## config.mk

```make
export PLATFORM = sky130hd
export DESIGN_NAME = spi_byte_rx
export DESIGN_NICKNAME = d
export VERILOG_FILES = /design/src/rtl/spi_link_pkg.sv /design/src/rtl/sync_ff.sv /design/src/rtl/spi_byte_rx.sv
export SDC_FILE = /design/constraint.sdc
export NUM_CORES = 1
export LEC_CHECK = 0
export CAP_MARGIN = 30
export CORE_MARGIN = 4
export CORE_UTILIZATION = 30
export CTS_BUF_LIST = sky130_fd_sc_hd__clkbuf_16
export CTS_CLUSTER_DIAMETER = 30
export DETAILED_ROUTE_END_ITERATION = 8
export GPL_TIMING_DRIVEN = 1
export PLACE_DENSITY = 0.5
export SKIP_LAST_GASP = 1
export SYNTH_ARGS = -nofsm -noshare
export SYNTH_HDL_FRONTEND = slang
export SYNTH_SLANG_ARGS = --single-unit
```

## constraint.sdc

```tcl
create_clock -name clk -period 1.8 [get_ports clk]
set_clock_uncertainty 0.2 [all_clocks]
set_input_delay 0.45 -clock clk [delete_from_list [all_inputs] [get_ports clk]]
set_output_delay 0.45 -clock clk [all_outputs]
set_load 0.05 [all_outputs]
```

## src/rtl/spi_link_pkg.sv

```systemverilog
// Shared definitions for the SPI byte receiver: FSM encodings, counter width,
// synchronizer idle levels and bit-ordering helpers.
package spi_link_pkg;

   typedef enum logic {
      IDLE  = 1'b0,
      SHIFT = 1'b1
   } state_t;

   localparam int unsigned CNT_W = 3;

   localparam logic SCK_IDLE  = 1'b0;
   localparam logic CS_N_IDLE = 1'b1;
   localparam logic MOSI_IDLE = 1'b0;

   function automatic logic [7:0] shift_in(input logic [7:0] sr,
                                           input logic       din,
                                           input bit         msb_first);
      logic [7:0] res;
      if (msb_first) begin
         res = {sr[6:0], din};
      end else begin
         res = {din, sr[7:1]};
      end
      return res;
   endfunction

   // Bit of a transmit byte presented when idx bits of the byte have gone out.
   function automatic logic tx_pick(input logic [7:0]       data,
                                    input logic [CNT_W-1:0] idx,
                                    input bit               msb_first);
      logic res;
      if (msb_first) begin
         res = data[3'd7 - idx];
      end else begin
         res = data[idx];
      end
      return res;
   endfunction

endpackage

```

## src/rtl/sync_ff.sv

```systemverilog
// Multi-flop synchronizer for one asynchronous input, with a configurable
// depth and a reset value matching the input's idle level.
module sync_ff #(
   parameter int unsigned DEPTH   = 2,
   parameter logic        RST_VAL = 1'b0
) (
   input  logic clk,
   input  logic reset,
   input  logic d,
   output logic q
);

   logic [DEPTH-1:0] chain;

   always_ff @(posedge clk) begin
      if (reset) begin
         chain <= {DEPTH{RST_VAL}};
      end else begin
         chain <= {chain[DEPTH-2:0], d};
      end
   end

   assign q = chain[DEPTH-1];

endmodule

```

## src/rtl/spi_byte_rx.sv

```systemverilog
// SPI mode-0 byte receiver sampled in the clk domain; optional MISO response
// path is built only when SPI_TX_EN is defined.
module spi_byte_rx
   import spi_link_pkg::*;
#(
   parameter int unsigned SYNC_STAGES = 2,
   parameter bit          MSB_FIRST   = 1'b1
) (
   input  logic       clk,
   input  logic       reset,
   input  logic       en,
   input  logic       spi_sck,
   input  logic       spi_cs_n,
   input  logic       spi_mosi,
   output logic       spi_miso,
   input  logic [7:0] tx_byte,
   output logic [7:0] out_byte,
   output logic       byte_finished,
   output logic       frame_abort,
   output logic       busy
);

   logic sck_s;
   logic cs_n_s;
   logic mosi_s;
   logic sck_prev;
   logic sck_rise;

   sync_ff #(.DEPTH(SYNC_STAGES), .RST_VAL(SCK_IDLE)) u_sync_sck (
      .clk   (clk),
      .reset (reset),
      .d     (spi_sck),
      .q     (sck_s)
   );

   sync_ff #(.DEPTH(SYNC_STAGES), .RST_VAL(CS_N_IDLE)) u_sync_cs_n (
      .clk   (clk),
      .reset (reset),
      .d     (spi_cs_n),
      .q     (cs_n_s)
   );

   sync_ff #(.DEPTH(SYNC_STAGES), .RST_VAL(MOSI_IDLE)) u_sync_mosi (
      .clk   (clk),
      .reset (reset),
      .d     (spi_mosi),
      .q     (mosi_s)
   );

   always_ff @(posedge clk) begin
      if (reset) begin
         sck_prev <= SCK_IDLE;
      end else begin
         sck_prev <= sck_s;
      end
   end

   assign sck_rise = sck_s & ~sck_prev;

   state_t state;
   state_t state_next;

   always_ff @(posedge clk) begin
      if (reset) begin
         state <= IDLE;
      end else begin
         state <= state_next;
      end
   end

   always_comb begin
      state_next = state;
      unique case (state)
         IDLE:    if (!cs_n_s) state_next = SHIFT;
         SHIFT:   if (cs_n_s)  state_next = IDLE;
         default: state_next = IDLE;
      endcase
   end

   logic             enter;
   logic             leave;
   logic             active;
   logic             shift_edge;
   logic             complete;
   logic [CNT_W-1:0] bit_cnt;
   logic [7:0]       shreg;
   logic [7:0]       shreg_next;

   // An edge coinciding with CS deassert is dropped because active requires cs low.
   always_comb begin
      busy       = (state == SHIFT);
      enter      = (state == IDLE) && !cs_n_s;
      leave      = (state == SHIFT) && cs_n_s;
      active     = (state == SHIFT) && !cs_n_s && en;
      shift_edge = active && sck_rise;
      complete   = shift_edge && (bit_cnt == '1);
   end

   assign shreg_next = shift_in(shreg, mosi_s, MSB_FIRST);

   always_ff @(posedge clk) begin
      if (reset) begin
         bit_cnt       <= '0;
         shreg         <= '0;
         out_byte      <= '0;
         byte_finished <= 1'b0;
         frame_abort   <= 1'b0;
      end else begin
         frame_abort <= leave && (bit_cnt != '0);
         if (enter || leave) begin
            bit_cnt <= '0;
            shreg   <= '0;
         end else if (shift_edge) begin
            bit_cnt <= bit_cnt + 1'b1;
            shreg   <= shreg_next;
            if (complete) begin
               out_byte      <= shreg_next;
               byte_finished <= ~byte_finished;
            end
         end
      end
   end

`ifdef SPI_TX_EN
   logic       sck_fall;
   logic       shift_out;
   logic [7:0] tx_reg;

   assign sck_fall  = ~sck_s & sck_prev;
   assign shift_out = active && sck_fall;

   // MISO shows the bit indexed by bit_cnt, so the reload at byte completion
   // is picked up by the following falling edge when bit_cnt has wrapped to 0.
   always_ff @(posedge clk) begin
      if (reset) begin
         tx_reg   <= '0;
         spi_miso <= 1'b0;
      end else if (enter) begin
         tx_reg   <= tx_byte;
         spi_miso <= tx_pick(tx_byte, '0, MSB_FIRST);
      end else begin
         if (complete) begin
            tx_reg <= tx_byte;
         end
         if (shift_out) begin
            spi_miso <= tx_pick(tx_reg, bit_cnt, MSB_FIRST);
         end
      end
   end
`else
   logic unused_tx;

   assign unused_tx = ^tx_byte;
   assign spi_miso  = 1'b0;
`endif

endmodule

```

== After elaboration in Yosys (flattened, before gate mapping) ==
Index checks and enable logic that the tools add are counted.
Widths: inputs -> output; s select.

* Reductions and logical operators: 12
* Multiplexer cells: 1
* Equality and inequality tests: 1
* Bitwise operators: 5
* Add/subtract/negate cells: 1

{| class="wikitable"
|+ Operator list
! operator !! number
|-
| $logic_and 1x1->1 || 7
|-
| $not 1->1 || 4
|-
| $add 3x1->3 const B || 1
|-
| $eq 3x3->1 const B || 1
|-
| $reduce_and 3->1 || 1
|-
| $reduce_bool 3->1 || 1
|-
| $reduce_or 2->1 || 1
|-
| $and 1x1->1 || 1
|-
| $logic_not 1->1 || 1
|-
| $logic_or 1x1->1 || 1
|-
| $mux 1 || 1
|}

* Bits in registers: 28
* Word-level logic and storage cells: 30
* Output and inout port bits: 12

== Longest topological paths before layout ==
* Depth in word-level cells: 6
* Mapped depth: 6
* Mapped depth without buffers: 5

== Modules after synthesis ==
A second synthesis with hierarchy kept.

* Cells, all modules: 115
* Area total of the unflattened synthesis: 1,121.1 um^2

{| class="wikitable"
|+ Modules (own cells, without submodules)
! module !! times used !! area each (um^2) !! cells each
|-
| spi_byte_rx || 1 || 963.4 || 103
|-
| sync_ff || 3 || 52.6 || 4
|}

== Least setup slack after synthesis ==
No wires, ideal clock.

* Path kind: register to register
* From: register state (netlist: busy)
* To: register byte_finished
* Path buffers: 1
* Required time: 1.479 ns
* Slack: -0.194 ns
* Library setup time: 0.121 ns
* Data arrival time: 1.673 ns
* Period minus slack after synthesis: 1.994 ns
* Stages on the path, launching flop included: 6
* Cell sequence: dfxtp_1 ha_1 nand4b_1 nor3b_2 buf_6 mux2_4

* Word-level cells in the longest chain between the ends: 5
* Elaborated cells between the ends (all ways): 10
* Classes of those cells: 2 x bitwise; 8 x reduce/logical

{| class="wikitable"
|+ Ends and longest elaborated chain
! item !! line !! source
|-
| from (decl) || spi_byte_rx.sv:60 || <nowiki>state_t state;</nowiki>
|-
| from (signal assigned) || spi_byte_rx.sv:67 || <nowiki>state <= state_next;</nowiki>
|-
| $logic_and 1x1->1 or $not 1->1 (tied branches) || -- ||
|-
| $logic_and 1x1->1 (on tied branches) || spi_byte_rx.sv:94, spi_byte_rx.sv:92 ||
|-
| $logic_and 1x1->1 or $logic_or 1x1->1 (tied branches) || spi_byte_rx.sv:95, spi_byte_rx.sv:110 ||
|-
| $logic_and 1x1->1 or $not 1->1 (tied branches) || -- ||
|-
| $reduce_and 3->1 (no line) * || -- ||
|-
| to (signal assigned) || spi_byte_rx.sv:118 || <nowiki>byte_finished <= ~byte_finished;</nowiki>
|-
| to (decl) || spi_byte_rx.sv:18 || <nowiki>output logic byte_finished,</nowiki>
|}

Mark *: on every way between the ends. The rest lies on a longest branch, timed or not.
A chain may end at the register's enable or synchronous reset.

== Worst setup path after layout ==
* From: register u_sync_cs_n.chain[1]
* To: register out_byte[5]

* Word-level cells in the longest chain between the ends: 6
* Elaborated cells between the ends (all ways): 10
* Classes of those cells: 1 x bitwise; 9 x reduce/logical

{| class="wikitable"
|+ Ends and longest elaborated chain
! item !! line !! source
|-
| from (decl) || sync_ff.sv:13 || <nowiki>logic [DEPTH-1:0] chain;</nowiki>
|-
| from (signal assigned) || sync_ff.sv:17 || <nowiki>chain <= {DEPTH{RST_VAL}};</nowiki>
|-
| from (signal assigned) || sync_ff.sv:19 || <nowiki>chain <= {chain[DEPTH-2:0], d};</nowiki>
|-
| $logic_not 1->1 || spi_byte_rx.sv:92, spi_byte_rx.sv:94 ||
|-
| $logic_and 1x1->1 (2 in series) || spi_byte_rx.sv:94 || <nowiki>active = (state == SHIFT) && !cs_n_s && en;</nowiki>
|-
| $logic_and 1x1->1 || spi_byte_rx.sv:95 || <nowiki>shift_edge = active && sck_rise;</nowiki>
|-
| $logic_and 1x1->1 || spi_byte_rx.sv:96 || <nowiki>complete = shift_edge && (bit_cnt == '1);</nowiki>
|-
| $reduce_and 3->1 (no line) * || -- ||
|-
| to (signal assigned) || spi_byte_rx.sv:117 || <nowiki>out_byte <= shreg_next;</nowiki>
|-
| to (decl) || spi_byte_rx.sv:17 || <nowiki>output logic [7:0] out_byte,</nowiki>
|}

Marks and branches as above.

==> metrics <==
largest net degree at the start of global routing 17; Finish-stage setup viols 0; Flop pwr share between 40% and 50%; fin nets 156; CTS tree built; status completed; Comb pwr share roughly 4.2%; pre-CTS WS -0.251 ns; Hold Crit Class register to register; CP Launch Type register; number of I/O pins 26; TritonRoute pass-1 iters 4; Die W ~69 um; beginning of the worst hold path u_sync_cs_n.chain[0]; setup slack after layout 0.171 ns; hpwl dp ~1.3 mm; die area 4750 um2; register area between 500 and 600 um2; Hold Path End u_sync_cs_n.chain[1]; PD cells between 800 and 900 nW/um2; DRT antenna net count 0; vias in the first global route 764; Post-Syn Area 1110 um2; Net Sw Frac between 15 and 20%; DR top layer met4; worst-case reg-to-reg path depth 5; share of layout cells above drive strength 1 between 20% and 30%; total CTS buffers 3; final count of pins violating max slew 0; first-pass GRT wire length between 3 and 4 mm; WL final 1.82 mm; met3 WL approximately 100 um; max frequency around 0.6 GHz; Post-synth top cells dfxtp_1 (28), nand2_1 (20), nand2b_1 (16), a21oi_1 (10), mux2i_1 (8); NetSw roughly 0.00023 W; average wire per standard cell 10.0 um; Reg2Reg Capture Point out_byte[5]; RSZ-0062 raised after global routing no; area growth from synthesis to layout 40.7%; RD Place Congestion approximately 0.63; total chip power around 0.0013 W; Power Internal about 0.0010 W; Period minus WS final 1.63 ns; post-synthesis register bit count 28; Hold Path Stages 1; synth unique cells 22; initial antenna violation count 0; clock-pin slew on the worst setup and hold paths approximately 0.070 ns; final hold violation count 0; Post-route DRC 0; IR drop worst, VDD roughly 0.00053 V; Diodes inserted 0; core area 3470 um2; Starting Density 32.1%; yosys warns 0; register area share after synthesis 50.4%; Avg Inst Size Synth between 9 and 10 um2; DR vias/cell roughly 4.2; row cnt 21; GRT Total Usage a little under a tenth; Syn Nets 135; Root Buffer clkbuf_16; P_leak slightly below 0.6 nW; Post-synth ARST share 0%; total gr overflow 0; synth top area cells dfxtp_1 (50%), nand2b_1 (9.0%), mux2i_1 (7.2%); port bufs 16; chip height a little under 70 um; CP Class register to register; vias about 770; # clock sinks 28; Yosys top cell by area dfxtp_1; number of enable flip-flop cells after synthesis 0; Syn Inst Count between 100 and 150; post-synth top area share roughly half; Post-CTS Hold Buffers 0; area of the multi-input gates 495 um2; final core occ 45.1%; period utilisation layout 90.5%; Longest Clk Path Bufs 2; Max FO, Critical Path 8; ys flop type dfxtp_1; DR iter-0 viols 23; most frequent cell after synthesis dfxtp_1; Clk pwr share between 40% and 50%; Crit. End Element register; metal2 WL ~920 um; critical path arrival about 1.6 ns; H-tree Lvls 1; max_cap viols 0; Critical Path RT 1.79 ns; clk_lat worst skew approximately 0.26 ns; reg-to-reg slack, setup approximately 0.17 ns; worst r2r src u_sync_cs_n.chain[1]; fillers around 350; Met1 Wirelength between 700 and 800 um
[sequential cells by signal, summed over array words and instances (netlist names)]
| register | cells |
|---|---|
| u_sync_cs_n.chain | 2 |
| out_byte | 8 |
| sck_prev | 1 |
| byte_finished | 1 |
| frame_abort | 1 |
| bit_cnt | 3 |
| u_sync_sck.chain | 2 |
| u_sync_mosi.chain | 2 |
| shreg | 7 |
| busy | 1 |
[how the worst max path moves through the flow]
stage,slack [ns],start,endpoint,cells past startpoint
final,0.17,u_sync_cs_n.chain[1],out_byte[5],5
after global routing,0.06,u_sync_cs_n.chain[1],out_byte[6],5
after CTS,0.01,en,out_byte[5],5
after detailed placement,-0.25,en,out_byte[2],5
after global placement,-0.25,en,out_byte[5],5
after floorplan,0.08,busy,byte_finished,5
[what timing repair did]
item,in CTS,in global routing
setup buffers,0,1
resized for setup,0,2
setup endpoints to repair,0,8
[critical path, stage by stage (launching register included)]
cell     delay (ns)
dfxtp_1        0.36
inv_1          0.05
ha_1           0.29
nor3b_2        0.28
buf_6          0.20
mux2i_1        0.18
[per-stage QoR]
stage	cell area (um2)	hold slack (ns)	cells	TNS, ns
floorplan	1120	0.189	116	0
global placement	1450	0.196	177	-2.08
detailed placement	1450	0.196	177	-2.09
global route	1570	0.228	182	0
CTS	1550	0.212	181	0
finish	1570	0.211	182	0
[power groups by stage]
stage / sequential, W / combinational, W / clock, W
after floorplan: 0.000644 / 0.0000309 / 0
after global placement: 0.000643 / 0.0000541 / 0
after detailed placement: 0.000643 / 0.0000550 / 0
after CTS: 0.000629 / 0.0000552 / 0.000611
after global routing: 0.000630 / 0.0000589 / 0.000640
final: 0.000629 / 0.0000538 / 0.000592
[logic make-up after synthesis]
kind of cell | Yosys count | share of synthesized area (%)
AO/OA/AOI/OAI | 10 | 4.50
adder cells (fa/ha/maj) | 5 | 5.62
buffers and inverters | 11 | 5.06
flip-flops | 28 | 50.4
multiplexers | 9 | 8.55
other | 1 | 0.337
AND/OR/NAND/NOR | 52 | 25.5
[cell usage in the layout (no fill, tap or decap)]
cell / netlist / routed
nand2_1: 20 / 20
nor2_1: 2 / 2
or2_2: 2 / 2
nand4b_1: 1 / 1
or2_1: 1 / 1
nand2b_1: 16 / 16
clkbuf_16: 0 / 4
buf_6: 1 / 1
nor3b_1: 1 / 1
clkdlybuf4s50_1: 0 / 4
dfxtp_1: 28 / 27
nor3b_2: 1 / 1
inv_1: 3 / 3
conb_1: 1 / 1
buf_4: 1 / 7
nor2b_1: 7 / 7
and4b_1: 1 / 1
a21oi_1: 10 / 10
ha_1: 5 / 5
dfxtp_4: 0 / 1
dlymetal6s2s_1: 0 / 1
mux2_4: 1 / 1
buf_12: 0 / 11
mux2i_1: 8 / 8
[area by class of cell]
class,count,area share (%)
Clock buffer,4,6.39
Inverter,3,0.719
Multi-Input combinational cell,77,31.7
Sequential cell,28,36.1
Tap cell,46,3.68
Timing Repair Buffer,24,21.5
[metal layers]
metal	GRT usage, %	vias up
met5	0	-
met4	2.92	0
met3	3.57	4
met2	16.7	15
met1	9.61	343
li1	-	405
(Power assumes the default switching activity.)
